$ cat src/rtl/pe_pkg.sv
// Shared defaults for the weight-stationary PE: operand/accumulator widths and bank depth.
package pe_pkg;

    localparam int PE_IFMAP_W  = 8;
    localparam int PE_WEIGHT_W = 8;
    localparam int PE_ACC_W    = 24;
    localparam int PE_NUM_K    = 4;

    localparam int PE_PROD_W   = PE_IFMAP_W + PE_WEIGHT_W;
    localparam int PE_KSEL_W   = $clog2(PE_NUM_K);

    typedef enum logic {
        BANK_0 = 1'b0,
        BANK_1 = 1'b1
    } bank_sel_e;

endpackage

$ cat src/rtl/pe_weight_dbuf.sv
// Double-buffered weight store: two NUM_K-entry banks, one active for reads and one shadow for loads.
module pe_weight_dbuf
    import pe_pkg::*;
#(
    parameter int WEIGHT_W = PE_WEIGHT_W,
    parameter int NUM_K    = PE_NUM_K,
    localparam int K_W     = $clog2(NUM_K)
) (
    input  logic                clk,
    input  logic                reset,
    input  logic [WEIGHT_W-1:0] weight_in,
    input  logic                weight_we,
    input  logic [K_W-1:0]      weight_addr,
    input  logic                weight_swap,
    input  logic [K_W-1:0]      rd_sel,
    output logic [WEIGHT_W-1:0] rd_weight
);

    bank_sel_e           bank_ptr_reg;
    bank_sel_e           bank_ptr_next;
    logic [WEIGHT_W-1:0] bank0 [NUM_K];
    logic [WEIGHT_W-1:0] bank1 [NUM_K];

    // Addresses with no matching entry (non-power-of-2 NUM_K) simply hit nothing.
    generate
        for (genvar gi = 0; gi < NUM_K; gi++) begin : g_entry
            logic                wr_hit;
            logic [WEIGHT_W-1:0] w0_reg;
            logic [WEIGHT_W-1:0] w1_reg;

            assign wr_hit = weight_we && (weight_addr == K_W'(gi));

            always_ff @(posedge clk or negedge reset) begin
                if (!reset) begin
                    w0_reg <= '0;
                    w1_reg <= '0;
                end else if (wr_hit) begin
                    if (bank_ptr_reg == BANK_0) begin
                        w1_reg <= weight_in;
                    end else begin
                        w0_reg <= weight_in;
                    end
                end
            end

            assign bank0[gi] = w0_reg;
            assign bank1[gi] = w1_reg;
        end
    endgenerate

    always_comb begin
        bank_ptr_next = bank_ptr_reg;
        if (weight_swap) begin
            bank_ptr_next = (bank_ptr_reg == BANK_0) ? BANK_1 : BANK_0;
        end
    end

    always_ff @(posedge clk or negedge reset) begin
        if (!reset) begin
            bank_ptr_reg <= BANK_0;
        end else begin
            bank_ptr_reg <= bank_ptr_next;
        end
    end

    always_comb begin
        rd_weight = '0;
        for (int i = 0; i < NUM_K; i++) begin
            if (rd_sel == K_W'(i)) begin
                rd_weight = (bank_ptr_reg == BANK_0) ? bank0[i] : bank1[i];
            end
        end
    end

endmodule

$ cat src/rtl/pe_mac_dbuf.sv
// Weight-stationary MAC PE with double-buffered weights, zero-skip and ifmap forwarding.
// Define PE_ACC_SAT_EN for saturating accumulation and the psum_sat output.
module pe_mac_dbuf
    import pe_pkg::*;
#(
    parameter int IFMAP_W  = PE_IFMAP_W,
    parameter int WEIGHT_W = PE_WEIGHT_W,
    parameter int ACC_W    = PE_ACC_W,
    parameter int NUM_K    = PE_NUM_K,
    localparam int PROD_W  = IFMAP_W + WEIGHT_W,
    localparam int K_W     = $clog2(NUM_K)
) (
    input  logic                clk,
    input  logic                reset,
    input  logic                stall,
    input  logic [IFMAP_W-1:0]  ifmap_in,
    input  logic                ifmap_valid_in,
    input  logic [K_W-1:0]      k_sel,
    input  logic                acc_last,
    input  logic                signed_mode,
    input  logic [WEIGHT_W-1:0] weight_in,
    input  logic                weight_we,
    input  logic [K_W-1:0]      weight_addr,
    input  logic                weight_swap,
    output logic [IFMAP_W-1:0]  ifmap_out,
    output logic                ifmap_valid_out,
    output logic [ACC_W-1:0]    psum_out,
`ifdef PE_ACC_SAT_EN
    output logic                psum_sat,
`endif
    output logic                psum_valid
);

    logic [WEIGHT_W-1:0] active_weight;

    pe_weight_dbuf #(
        .WEIGHT_W (WEIGHT_W),
        .NUM_K    (NUM_K)
    ) u_wbuf (
        .clk         (clk),
        .reset       (reset),
        .weight_in   (weight_in),
        .weight_we   (weight_we),
        .weight_addr (weight_addr),
        .weight_swap (weight_swap),
        .rd_sel      (k_sel),
        .rd_weight   (active_weight)
    );

    logic                fire;
    logic                mul_active;
    logic [IFMAP_W-1:0]  mul_a;
    logic [WEIGHT_W-1:0] mul_b;
    logic [IFMAP_W-1:0]  mul_a_reg;
    logic [WEIGHT_W-1:0] mul_b_reg;
    logic signed [PROD_W-1:0] a_s, b_s, prod_s;
    logic [PROD_W-1:0]   a_u, b_u, prod_u;
    logic [ACC_W-1:0]    prod_ext;
    logic [ACC_W-1:0]    acc_reg;
    logic [ACC_W-1:0]    acc_next;
    logic [IFMAP_W-1:0]  ifmap_out_reg;
    logic                ifmap_valid_out_reg;
    logic [ACC_W-1:0]    psum_out_reg;
    logic                psum_valid_reg;

    assign fire       = ifmap_valid_in & ~stall;
    assign mul_active = fire && (ifmap_in != '0) && (active_weight != '0);

    // Idle or zero-operand cycles replay the last operands so the multiplier does not toggle.
    assign mul_a = mul_active ? ifmap_in      : mul_a_reg;
    assign mul_b = mul_active ? active_weight : mul_b_reg;

    always_ff @(posedge clk or negedge reset) begin
        if (!reset) begin
            mul_a_reg <= '0;
            mul_b_reg <= '0;
        end else if (mul_active) begin
            mul_a_reg <= ifmap_in;
            mul_b_reg <= active_weight;
        end
    end

    assign a_s    = PROD_W'($signed(mul_a));
    assign b_s    = PROD_W'($signed(mul_b));
    assign prod_s = a_s * b_s;
    assign a_u    = PROD_W'(mul_a);
    assign b_u    = PROD_W'(mul_b);
    assign prod_u = a_u * b_u;

    always_comb begin
        prod_ext = '0;
        if (mul_active) begin
            prod_ext = signed_mode ? ACC_W'(prod_s) : ACC_W'(prod_u);
        end
    end

`ifdef PE_ACC_SAT_EN
    logic [ACC_W:0] sum_wide;
    logic           step_sat;
    logic           sat_seen_reg;
    logic           psum_sat_reg;

    // One guard bit tells whether the true sum left the representable range.
    always_comb begin
        if (signed_mode) begin
            sum_wide = {acc_reg[ACC_W-1], acc_reg} + {prod_ext[ACC_W-1], prod_ext};
        end else begin
            sum_wide = {1'b0, acc_reg} + {1'b0, prod_ext};
        end
        acc_next = sum_wide[ACC_W-1:0];
        step_sat = 1'b0;
        if (signed_mode) begin
            if (sum_wide[ACC_W] != sum_wide[ACC_W-1]) begin
                step_sat = 1'b1;
                acc_next = sum_wide[ACC_W] ? {1'b1, {(ACC_W-1){1'b0}}}
                                           : {1'b0, {(ACC_W-1){1'b1}}};
            end
        end else if (sum_wide[ACC_W]) begin
            step_sat = 1'b1;
            acc_next = '1;
        end
    end

    always_ff @(posedge clk or negedge reset) begin
        if (!reset) begin
            sat_seen_reg <= 1'b0;
            psum_sat_reg <= 1'b0;
        end else if (fire) begin
            if (acc_last) begin
                psum_sat_reg <= sat_seen_reg | step_sat;
                sat_seen_reg <= 1'b0;
            end else begin
                sat_seen_reg <= sat_seen_reg | step_sat;
            end
        end
    end

    assign psum_sat = psum_sat_reg & psum_valid_reg;
`else
    assign acc_next = acc_reg + prod_ext;
`endif

    always_ff @(posedge clk or negedge reset) begin
        if (!reset) begin
            acc_reg             <= '0;
            ifmap_out_reg       <= '0;
            ifmap_valid_out_reg <= 1'b0;
            psum_out_reg        <= '0;
            psum_valid_reg      <= 1'b0;
        end else begin
            psum_valid_reg <= fire & acc_last;
            if (!stall) begin
                ifmap_valid_out_reg <= ifmap_valid_in;
                if (ifmap_valid_in) begin
                    ifmap_out_reg <= ifmap_in;
                end
            end
            if (fire) begin
                if (acc_last) begin
                    psum_out_reg <= acc_next;
                    acc_reg      <= '0;
                end else begin
                    acc_reg      <= acc_next;
                end
            end
        end
    end

    assign ifmap_out       = ifmap_out_reg;
    assign ifmap_valid_out = ifmap_valid_out_reg;
    assign psum_out        = psum_out_reg;
    assign psum_valid      = psum_valid_reg;

endmodule

$ cat config.mk
export PLATFORM = sky130hd
export DESIGN_NAME = pe_mac_dbuf
export DESIGN_NICKNAME = d
export VERILOG_FILES = /design/src/rtl/pe_pkg.sv /design/src/rtl/pe_weight_dbuf.sv /design/src/rtl/pe_mac_dbuf.sv
export SDC_FILE = /design/constraint.sdc
export NUM_CORES = 1
export LEC_CHECK = 0
export BUFFER_PORTS_ARGS = -buffer_cell sky130_fd_sc_hd__buf_2
export CAP_MARGIN = 25
export CORE_MARGIN = 2
export CORE_UTILIZATION = 57
export DETAILED_ROUTE_END_ITERATION = 6
export PLACE_DENSITY = 0.78
export SYNTH_ARGS = -nofsm -noshare
export SYNTH_HDL_FRONTEND = slang
export SYNTH_SLANG_ARGS = --single-unit
$ cat constraint.sdc
create_clock -name clk -period 9 [get_ports clk]
set_input_delay 1.8 -clock clk [delete_from_list [all_inputs] [get_ports clk]]
set_output_delay 1.8 -clock clk [all_outputs]
set_load 0.05 [all_outputs]
== Yosys cells after proc, flatten, opt, wreduce, memory -nomap -nowiden ==
Cells that the tools add are included.
Word-level totals
  register bits: 139
  bits in latches: 0
  RAM bits: 0
  ROM bits: 0
  output and inout bits: 34
  memories kept: 0
Operators by class
  add/subtract/negate cells: 1
  multiply operators: 2
  divide/modulo/power cells: 0
  $lt $le $gt $ge: 0
  eq/ne operators: 6
  shift operators: 0
  muxes and demuxes: 14
  bitwise logic cells: 4
  reduce and logical (&&, ||, !) cells: 20
Operators by type and width (count)
  two-way mux 8 bit: 10
  two-way mux 24 bit: 3
  multiplier 8 x 8 -> 16 bit: 2
  adder 24 bit: 1
  AND reduction 2 bit: 10
  nonzero test 8 bit: 2
  equality test 2 bit, second input constant: 4
  logical AND 1 bit: 6
  equality test 2 x 1 -> 1 bit, second input constant: 2
  logical NOT 2 bit: 2
  bitwise AND 1 bit: 2
  NOT 1 bit: 2
  two-way mux 1 bit: 1

== Depth between registers and ports, before layout ==
Gate-level depths: netlist of the first run.
  word-level depth: 13
  mapped depth: 37

== Modules after synthesis ==
From an unflattened synthesis of the first run, not the netlist that was laid out.
Second synthesis, totals
  cell total of the unflattened synthesis: 1079
  area, all modules: 11179.5 um^2
Modules (own cells, without submodules)
  pe_mac_dbuf: times used 1, cells each 900, area each 8121.5 um^2, seq. area each 1851.8 um^2
  pe_weight_dbuf: times used 1, cells each 179, area each 3057.9 um^2, seq. area each 1626.6 um^2

== Least setup slack after synthesis of the first run ==
No wires, ideal clock.
  kind: input -> register
  from: input k_sel[0]
  to: register psum_out_reg[22], in the netlist psum_out[22]
  library setup time: 120 ps
  data arrival time: 10143 ps
  slack: -1263 ps
  cell stages on the path: 33
  path buffers: 2
  cell sequence: buf_6 buf_6 mux4_2 mux2_2 or4_1 o21ai_2 mux2i_1 clkinv_1 nand2_1 fa_1 fa_1 inv_1 fa_1 inv_1 fa_1 inv_1 ha_1 inv_1 o21bai_1 a2111oi_0 nor2_1 xnor2_1 o21ai_0 and2_1 ha_1 and3_1 a221o_1 a41oi_1 a21o_1 a21oi_1 o211a_1 or3_1 a31o_2
Between the ends
  cells in the longest elaborated chain, start to end: 12
RTL lines
  from (decl): RTL line pe_mac_dbuf.sv:18  | input logic [K_W-1:0] k_sel,
  logical NOT 2 bit: RTL line pe_weight_dbuf.sv:69  | if (rd_sel == K_W'(i)) begin
  two-way mux 8 bit (3 in a row): RTL line pe_weight_dbuf.sv:69
  two-way mux 8 bit *: RTL line pe_weight_dbuf.sv:69
  nonzero test 8 bit: RTL line pe_mac_dbuf.sv:67  | assign mul_active = fire && (ifmap_in != '0) && (active_weight != '0);
  logical AND 1 bit: RTL line pe_mac_dbuf.sv:67
  two-way mux 8 bit *
  via mul_b[7]: RTL line pe_mac_dbuf.sv:53  | logic [WEIGHT_W-1:0] mul_b;
  multiplier 8 x 8 -> 16 bit, on equally long branches: RTL line pe_mac_dbuf.sv:88, pe_mac_dbuf.sv:85
  two-way mux 24 bit *: RTL line pe_mac_dbuf.sv:93  | prod_ext = signed_mode ? ACC_W'(prod_s) : ACC_W'(prod_u);
  two-way mux 24 bit *: RTL line pe_mac_dbuf.sv:92  | if (mul_active) begin
  adder 24 bit *: RTL line pe_mac_dbuf.sv:140  | assign acc_next = acc_reg + prod_ext;
  to (signal assigned): RTL line pe_mac_dbuf.sv:160  | psum_out_reg <= acc_next;
  to (decl): RTL line pe_mac_dbuf.sv:63  | logic [ACC_W-1:0] psum_out_reg;
The timed path passes the listed nets; every way through them passes the cells marked *.
A chain may end at the register's enable or synchronous reset.

== Final worst setup path of the first run ==
  from: input k_sel[0]
  to: register acc_reg[22]
Between the ends
  cells in the longest elaborated chain, start to end: 13
RTL lines
  logical NOT 2 bit: RTL line pe_weight_dbuf.sv:69
  two-way mux 8 bit (3 in a row): RTL line pe_weight_dbuf.sv:69
  two-way mux 8 bit *: RTL line pe_weight_dbuf.sv:69
  nonzero test 8 bit: RTL line pe_mac_dbuf.sv:67
  logical AND 1 bit: RTL line pe_mac_dbuf.sv:67
  two-way mux 8 bit *
  via mul_b[4]: RTL line pe_mac_dbuf.sv:53
  multiplier 8 x 8 -> 16 bit, on equally long branches: RTL line pe_mac_dbuf.sv:88, pe_mac_dbuf.sv:85
  two-way mux 24 bit *: RTL line pe_mac_dbuf.sv:93
  two-way mux 24 bit *: RTL line pe_mac_dbuf.sv:92
  adder 24 bit *: RTL line pe_mac_dbuf.sv:140
  two-way mux 24 bit *: RTL line pe_mac_dbuf.sv:159  | if (acc_last) begin
  to (signal assigned): RTL line pe_mac_dbuf.sv:163  | acc_reg <= acc_next;
  to (decl): RTL line pe_mac_dbuf.sv:59  | logic [ACC_W-1:0] acc_reg;
Marked as above.

==> results.yml, run 1 <==
run_status:
  outcome: "complete, but fails checks"
  failed_checks: "design-rule violations, negative setup slack"
synthesis:
  yosys-top-cells-area: "dfrtp_1, fa_1, ha_1"
  syn_area_um2: 11000
  ys_seq_area_share_pct: 31.6
  synth_top_area_share_pct: 31.6
  yosysTopAreaCell: "dfrtp_1"
  syn_avg_cell_area_um2: 10.5
  syn_inst: 1048
  ys_async_sr_fraction_pct: 100
  synth_edf_count: 0
  ys_ff_latch: 139
  synth_fp_nets: 1243
  synth_cell_types: 70
  ys.warnings.count: 0
  synth_ff_type: "dfrtp_1"
floorplan:
  die_h_um: 143
  die_area_um2: 20400
  start_util_pct: 58.4
  ios: 62
  fp.dieW_um: 143
  core-area_um2: 18800
  placementRows: 50
placed_design:
  detailed_place_hpwl_um: 22600
  portBuffers: 61
  place_congestion: 0.941
  pre_cts_ws_ps: -1390
drt:
  drc: 8
  drtAntennaViolNets: 0
  vias_per_cell: 6.53
  wl_per_cell_um: 26.6
  drtIter0Drc: 1178
  drt_wl_total_um: 43800
  vias: 10700
  firstDrtPassIters: 7
finish:
  layout_commonest_cell: "buf_4"
  area_growth_pct: 41.8
  multi_input_area_um2: 7970
  nets: 1566
  seq_area_um2: 3480
  layout-drive-gt1-share_pct: 49.1
  nFillCells: 815
  layout_common_cells: "buf_4, inv_1, dfrtp_1"
  utilization_pct: 82.9
worst_setup_path:
  worstPathArrival_ps: 10520
  cp_slowest_cell: "or4_4"
  path_class: "primary input to register"
  critPathTopFamily: "compound AO/OA/AOI/OAI gates"
  cpMostUsedCell: "buf_4"
  path_max_fanout: 5
  cp-end-kind: "register"
  required_ps: 9340
  cp.buffers_inverters: 11
  worstSetupStartpointType: "primary input"
  slowest_delay_ps: 550
clock_network:
  clk_path_buf_depth: 2
  ctsRootBufferMaster: "clkbuf_16"
  cts_sinks: 139
  cts_tree: "yes"
  htree_levels: 4
  numCtsBuffers: 17
  clk_pin_slew_worst_paths_ps: 70
  clock_latency_ps: 460
timing:
  rsz0062_at_grt: "yes"
  hold_violations: 0
  slew_headroom_pct: 38.2
  final.setup.worst_slack_ps: -1180
  fin_crit_sh_pct: 113
  fmax_mhz: 98.2
  min_period_ps: 10180
  setup_violations: 31
  finClkSkew_ps: 16.5
  report.final.slew_viol_count: 0
  worst_slew_pin_slew_ps: 926
global_route:
  gr-usage-met3_pct: 9.05
  grt_overflow: 0
  met2_usage_pct: 65.2
  antenna_found_initial: 2
  grtUsageMet1_pct: 42.3
  grt_util_all_layers_pct: 38.5
  grt_pass1_wl_um: 58900
  top_usage_layer: "met2"
  grt_pass1_vias: 10900
  grt_max_degree: 74
run:
  max_cap_violations: 0
hold_path:
  hp-class: "register to register"
tightest hold or removal path: stages, from the launching register on:
cell and delay [ps]:
dfrtp_1 350, nand2_1 50, nand2_1 50
synthesized netlist by cell type (all sizes together), types with 4 or more instances:
| master | count |
|---|---|
| clkbuf | 16 |
| o21bai | 11 |
| fa | 86 |
| a21oi | 37 |
| nor4 | 5 |
| nor2 | 55 |
| mux4 | 16 |
| nor2b | 7 |
| mux2i | 20 |
| a21o | 16 |
| and2 | 4 |
| buf | 8 |
| o21ai | 14 |
| mux2 | 85 |
| ha | 81 |
| nand2 | 114 |
| a211oi | 8 |
| or2 | 4 |
| o21a | 6 |
| xor2 | 15 |
| nor3 | 11 |
| nand3 | 7 |
| inv | 179 |
| or3 | 5 |
| xnor2 | 29 |
| dfrtp | 139 |
| a22o | 18 |
| and3 | 4 |
cell type report:
cell class	count	share of cell area (%)
Multi-Input combinational cell	703	51.1
Sequential cell	139	22.3
Timing Repair Buffer	328	16.2
Inverter	182	4.46
Clock buffer	17	2.73
Tap cell	260	2.08
Clock inverter	15	1.10
Antenna cell	3	0.0481
metal layers:
metal	vias to the layer above	part of all wire (%)
li1	4148	-
met1	5221	33
met2	970	47
met3	407	9.9
met4	2	10
met5	-	0.14
metrics by stage:
| step | cell area [µm²] | setup TNS [ps] | hold WS, ps | std cells |
|---|---|---|---|---|
| after floorplan | 11400 | -7610 | 450 | 1048 |
| after global placement | 13500 | -21490 | 452 | 1552 |
| after detailed placement | 13500 | -26040 | 457 | 1552 |
| after CTS | 15000 | -5400 | 466 | 1622 |
| after global routing | 15600 | -28930 | 509 | 1644 |
| final | 15600 | -22360 | 478 | 1647 |
repair_timing:
action	CTS	global route
resized for setup	124	96
cloned	1	0
endpoints found under the setup margin	26	30
hold buffers	0	0
pin swaps	91	59
setup buffers	39	26
final timing paths:
path,start,to,slack [ps],cells after the start
worst max-delay path,k_sel[0],acc_reg[22]$_DFFE_PN0P_,-1180,38
min in group asynchronous,reset,psum_out[15]$_DFFE_PN0P_,1350,1
worst min-delay path,ifmap_out[7]$_DFFE_PN0P_,ifmap_out[7]$_DFFE_PN0P_,480,2
worst max register to register,u_wbuf.bank_ptr_reg$_DFFE_PN0P_,acc_reg[22]$_DFFE_PN0P_,-50,35
max in group asynchronous,reset,mul_b_reg[2]$_DFF_PN0_,6290,2
worst min register to register,ifmap_out[7]$_DFFE_PN0P_,ifmap_out[7]$_DFFE_PN0P_,480,2
logic make-up (layout without fill, tap and decap cells):
kind of cell / Yosys count / count (layout) / synth area share (%)
other: 0 / 3 / 0
muxes: 121 / 121 / 14.1
AOI/OAI and AO/OA: 140 / 140 / 8.88
buffers and inverters: 206 / 542 / 7.31
DFF: 139 / 139 / 31.6
xor gates and xnor gates: 45 / 45 / 3.71
adders and majority gates: 167 / 167 / 24.9
and+or+nand+nor: 230 / 230 / 9.51
Power of run 1 is left out: the tool's default activity adds up to more than one toggle a clock period on the data nets, which glitch-free logic cannot reach.
==> run 2, diff against run 1 <==
--- a/config.mk
+++ b/config.mk
@@ -5,12 +5,12 @@
 export SDC_FILE = /design/constraint.sdc
 export NUM_CORES = 1
 export LEC_CHECK = 0
-export BUFFER_PORTS_ARGS = -buffer_cell sky130_fd_sc_hd__buf_2
 export CAP_MARGIN = 25
 export CORE_MARGIN = 2
-export CORE_UTILIZATION = 57
+export CORE_UTILIZATION = 55
 export DETAILED_ROUTE_END_ITERATION = 6
-export PLACE_DENSITY = 0.78
+export DONT_BUFFER_PORTS = 1
+export PLACE_DENSITY = 0.73
 export SYNTH_ARGS = -nofsm -noshare
 export SYNTH_HDL_FRONTEND = slang
 export SYNTH_SLANG_ARGS = --single-unit
==> run 2 against run 1 <==
The run ends with negative setup slack left; non-clock buffer count down 93; fmax up 7.5%; sequential cell count unchanged; final cell count down 5.5%; first-iteration DRC count down 48%; cell area down 6.2%; worst setup slack better by 710 ps; wire length down 29%; critical path depth down 5; largest cell class unchanged; highest routed layer is now met4.
==> results.yml, run 2 (same netlist as run 1, synthesis figures left out) <==
global_route:
  grt_util_all_layers_pct: 28.9
  grt_max_degree: 140
  grt_overflow: 0
  met2_usage_pct: 50.6
  top_usage_layer: "met2"
  grt_pass1_wl_um: 48200
  grtUsageMet1_pct: 36.3
  gr-usage-met3_pct: 6.33
  grt_pass1_vias: 9315
  antenna_found_initial: 0
floorplan:
  die_area_um2: 21100
  start_util_pct: 56.3
  ios: 62
  fp.dieW_um: 145
  die_h_um: 145
  core-area_um2: 19500
  placementRows: 51
worst_setup_path:
  r2r-start: "u_wbuf.bank_ptr_reg$_DFFE_PN0P_"
  cp_slowest_cell: "or4_4"
  cp-end-kind: "register"
  worstPathArrival_ps: 9800
  cp.buffers_inverters: 8
  path_class: "primary input to register"
  critPathTopFamily: "adder cells"
  worstSetupPathDepth: 33
  worstSetupStartpointType: "primary input"
  rr_worst_depth: 32
  rrSetupSlack_ps: 460
  crit_path_start: "k_sel[0]"
  crit_end: "psum_out[22]$_DFFE_PN0P_"
  r2r_end: "psum_out[22]$_DFFE_PN0P_"
  required_ps: 9330
  slowest_delay_ps: 550
  cpMostUsedCell: "fa_1"
  path_max_fanout: 16
clock_network:
  clk_pin_slew_worst_paths_ps: 70
  cts_sinks: 139
  cts_tree: "yes"
  numCtsBuffers: 17
  clock_latency_ps: 440
  ctsRootBufferMaster: "clkbuf_16"
  holdBufCountCts: 0
  htree_levels: 4
  clk_path_buf_depth: 2
placed_design:
  detailed_place_hpwl_um: 21200
  pre_cts_ws_ps: -1020
  place_congestion: 0.915
  place_area_um2: 13000
  portBuffers: 0
drt:
  vias_per_cell: 5.67
  drtAntennaViolNets: 0
  drc: 0
  firstDrtPassIters: 5
  vias: 8817
  drtIter0Drc: 614
  wl_per_cell_um: 20.0
  drt_wl_total_um: 31100
timing:
  final.setup.worst_slack_ps: -474
  min_period_ps: 9470
  worst_slew_pin_slew_ps: 1020
  hold_violations: 0
  fmax_mhz: 106
  setup_violations: 22
  fin_crit_sh_pct: 105
  slew_headroom_pct: 31.6
  finClkSkew_ps: 10.7
  rsz0062_at_grt: "yes"
  report.final.slew_viol_count: 0
run_status:
  failed_checks: "negative setup slack"
  outcome: "complete, but fails checks"
finish:
  layout_commonest_cell: "buf_4"
  area_growth_pct: 33.1
  layout_common_cells: "buf_4, inv_1, dfrtp_1"
  diodes: 0
  design_area_um2: 14600
  nets: 1473
  utilization_pct: 75.0
  nFillCells: 1206
  layout-drive-gt1-share_pct: 41.4
hold_path:
  hp-start: "acc_reg[0]$_DFFE_PN0P_"
  hp-class: "register to register"
run:
  max_cap_violations: 0
[run 2: metal layers]
layer	up-vias	wire, µm
met5	-	0
met4	0	845
met3	76	1880
met2	349	16100
met1	4446	12300
li1	3946	-
[run 2: stage by stage]
| step | TNS [ps] | hold WS [ps] | cells |
|---|---|---|---|
| 3_3_place_gp | -13790 | 471 | 1472 |
| 2_1_floorplan | -7610 | 450 | 1048 |
| 6_report | -6290 | 500 | 1556 |
| 5_1_grt | -11180 | 523 | 1556 |
| 3_5_place_dp | -16000 | 488 | 1472 |
| 4_1_cts | -2620 | 504 | 1540 |
[run 2: layout make-up]
cell class | count | area, µm² | share of cell area (%)
clock buffers | 17 | 425 | 2.91
multi-input cells | 703 | 7650 | 52.3
well taps | 265 | 332 | 2.26
inverters | 182 | 698 | 4.77
clock inverters | 15 | 168 | 1.15
repair buffers | 235 | 1880 | 12.9
flip-flops and latches | 139 | 3480 | 23.8
[run 2: what timing repair did]
| action | 4_1_cts | 5_1_grt |
|---|---|---|
| buffers inserted | 35 | 19 |
| gates resized for setup | 87 | 52 |
| setup endpoints to repair | 22 | 28 |
| cloned | 1 | 0 |
| pin swaps | 49 | 25 |
[run 2: tightest hold or removal path, cell delays in order (launching register included)]
cell     delay (ps)
dfrtp_1         350
nand2_1          50
o21ai_0          70
[run 2: how the worst min path moves through the flow]
stage                                                   end  slack [ps]  cells after the start
floorplan                           acc_reg[16]$_DFFE_PN0P_         450                      2
global placement                    acc_reg[23]$_DFFE_PN0P_         470                      2
detailed placement                  acc_reg[16]$_DFFE_PN0P_         490                      2
CTS                                  acc_reg[0]$_DFFE_PN0P_         500                      2
global route        u_wbuf.g_entry[3].w1_reg[5]$_DFFE_PN0P_         520                      1
finish                               acc_reg[0]$_DFFE_PN0P_         500                      2
Power of run 2 is left out for the same reason.
==> run 3, diff against run 2 <==
--- a/config.mk
+++ b/config.mk
@@ -5,6 +5,7 @@
 export SDC_FILE = /design/constraint.sdc
 export NUM_CORES = 1
 export LEC_CHECK = 0
+export ABC_AREA = 1
 export CAP_MARGIN = 25
 export CORE_MARGIN = 2
 export CORE_UTILIZATION = 55
==> constraint.sdc (replaced) <==
create_clock -name clk -period 9 [get_ports clk]
set_input_delay 0.9 -clock clk [delete_from_list [all_inputs] [get_ports clk]]
set_output_delay 0.9 -clock clk [all_outputs]
set_load 0.05 [all_outputs]
==> run 3 against run 2 <==
The run now ends clean; sequential cell count stayed put; count of clock-buffer cells in the layout is 2 higher; synthesized cell count is 41% higher; first-iteration DRC count is 7.3% higher; critical endpoint is now psum_out[21]$_DFFE_PN0P_.
==> results.yml, run 3 <==
synthesis:
  yosys-top-cells-area: "dfrtp_1, fa_1, nand2_1"
  synth_cell_types: 45
  ys_seq_area_share_pct: 30.4
  ys_async_sr_fraction_pct: 100
  ys.warnings.count: 0
  yosysMostFrequentCell: "nand2_1"
  ys_top_cells_by_count: "nand2_1, inv_1, dfrtp_1"
  synth_top_area_share_pct: 30.4
  ys_ff_latch: 139
  syn_inst: 1481
  syn_area_um2: 11500
  synth_fp_nets: 1676
  synth_edf_count: 0
  yosysTopAreaCell: "dfrtp_1"
  syn_avg_cell_area_um2: 7.74
  synth_ff_type: "dfrtp_1"
global_route:
  antenna_found_initial: 0
  grt_util_all_layers_pct: 26.5
  grt_max_degree: 140
  grt_pass1_wl_um: 46200
  grt_pass1_vias: 9232
  grt_overflow: 0
timing:
  fin_crit_sh_pct: 92.9
  finClkSkew_ps: 6.71
  fmax_mhz: 120
  min_period_ps: 8360
  rsz0062_at_grt: "no"
  worst_slew_pin_slew_ps: 903
  setup_violations: 0
  report.final.slew_viol_count: 0
  setup_tns_ps: 0
  slew_headroom_pct: 39.7
  hold_violations: 0
floorplan:
  fp.dieW_um: 148
  ios: 62
  die_area_um2: 22000
  die_h_um: 148
  placementRows: 52
  start_util_pct: 56.3
  core-area_um2: 20400
drt:
  firstDrtPassIters: 5
  vias: 9193
  drt_wl_total_um: 27300
  drtAntennaViolNets: 0
  drtIter0Drc: 659
  vias_per_cell: 5.23
  wl_per_cell_um: 15.6
  drc: 0
finish:
  layout-drive-gt1-share_pct: 7.33
  multi_input_area_um2: 6740
  area_growth_pct: 7.09
  nets: 1669
  diodes: 0
  seq_area_um2: 3480
  nFillCells: 1865
  layout_common_cells: "nand2_1, inv_1, dfrtp_1"
  layout_commonest_cell: "nand2_1"
worst_setup_path:
  path_class: "register to register"
  path_max_fanout: 46
  worstSetupStartpointType: "register"
  slowest_delay_ps: 560
  worstPathArrival_ps: 8670
  cp_slowest_cell: "fa_1"
  required_ps: 9310
  cp-end-kind: "register"
  cpMostUsedCell: "nand2_1"
clock_network:
  htree_levels: 4
  cts_sinks: 139
  clk_path_buf_depth: 2
  numCtsBuffers: 17
  ctsRootBufferMaster: "clkbuf_16"
  clk_pin_slew_worst_paths_ps: 60
  clock_latency_ps: 420
  cts_tree: "yes"
run:
  max_cap_violations: 0
placed_design:
  portBuffers: 0
  detailed_place_hpwl_um: 21300
  place_congestion: 0.918
run_status:
  outcome: "complete, no violations"
hold_path:
  hp-class: "primary input to asynchronous set/reset pin"
## run 3: cells by family (layout without fill, tap and decap cells)
kind of cell	after synthesis	in the layout	share of synthesized area, %
buffers and inverters	314	320	10.8
adder cells (fa/ha/maj)	167	167	23.9
XOR/XNOR	19	19	1.45
AND/OR/NAND/NOR	621	621	22.4
AO/OA/AOI/OAI	221	221	11.1
flip-flops	139	139	30.4
## run 3: final cells by class
class	count	area share (%)
tap	270	2.75
sequential	139	28.3
timing repair buffer	5	0.357
multi-input combinational	1028	54.9
inverter	283	8.74
clock buffer	19	3.61
clock inverter	13	1.27
## run 3: worst max-delay path, delay by kind of cell, from the launching register on
family | cells | cell delay (ps)
and+or+nand+nor | 21 | 2700
AOI/OAI and AO/OA | 7 | 1020
buffers and inverters | 9 | 1240
DFF | 1 | 370
adders and majority gates | 6 | 2870
## run 3: what timing repair did
action,CTS,global route
endpoints found under the setup margin,0,10
gates resized for setup,0,4
setup buffers,0,0
hold buffers,0,0
## run 3: worst paths after layout
path,cells after the start,from,slack [ps],endpoint
hold / removal,0,reset,170,u_wbuf.g_entry[3].w1_reg[4]$_DFFE_PN0P_
hold reg to reg,2,u_wbuf.g_entry[2].w0_reg[3]$_DFFE_PN0P_,480,u_wbuf.g_entry[2].w0_reg[3]$_DFFE_PN0P_
setup reg to reg,43,u_wbuf.bank_ptr_reg$_DFFE_PN0P_,640,psum_out[21]$_DFFE_PN0P_
max in group asynchronous,0,reset,8620,acc_reg[5]$_DFFE_PN0P_
setup / recovery,43,u_wbuf.bank_ptr_reg$_DFFE_PN0P_,640,psum_out[21]$_DFFE_PN0P_
min in group clk,2,u_wbuf.g_entry[2].w0_reg[3]$_DFFE_PN0P_,480,u_wbuf.g_entry[2].w0_reg[3]$_DFFE_PN0P_
## run 3: layer usage
| metal | up-vias | track usage [%] | share of wire, % |
|---|---|---|---|
| met1 | 4351 | 39.2 | 49 |
| met2 | 225 | 40.4 | 44 |
| met3 | 30 | 5.15 | 5.5 |
| met4 | 0 | 6.67 | 1.5 |
| met5 | - | 0 | 0 |
| li1 | 4587 | - | - |
## run 3: per-stage QoR
step	instance area (µm²)	instances	hold slack [ps]	setup WS, ps	util (%)
floorplan	11500	1481	445	1410	-
global placement	11700	1725	464	781	57.3
detailed placement	11700	1725	466	585	57.3
CTS	12300	1757	154	560	60.2
global route	12300	1757	145	54.5	60.3
finish	12300	1757	167	637	60.3
Power of run 3 is left out for the same reason.
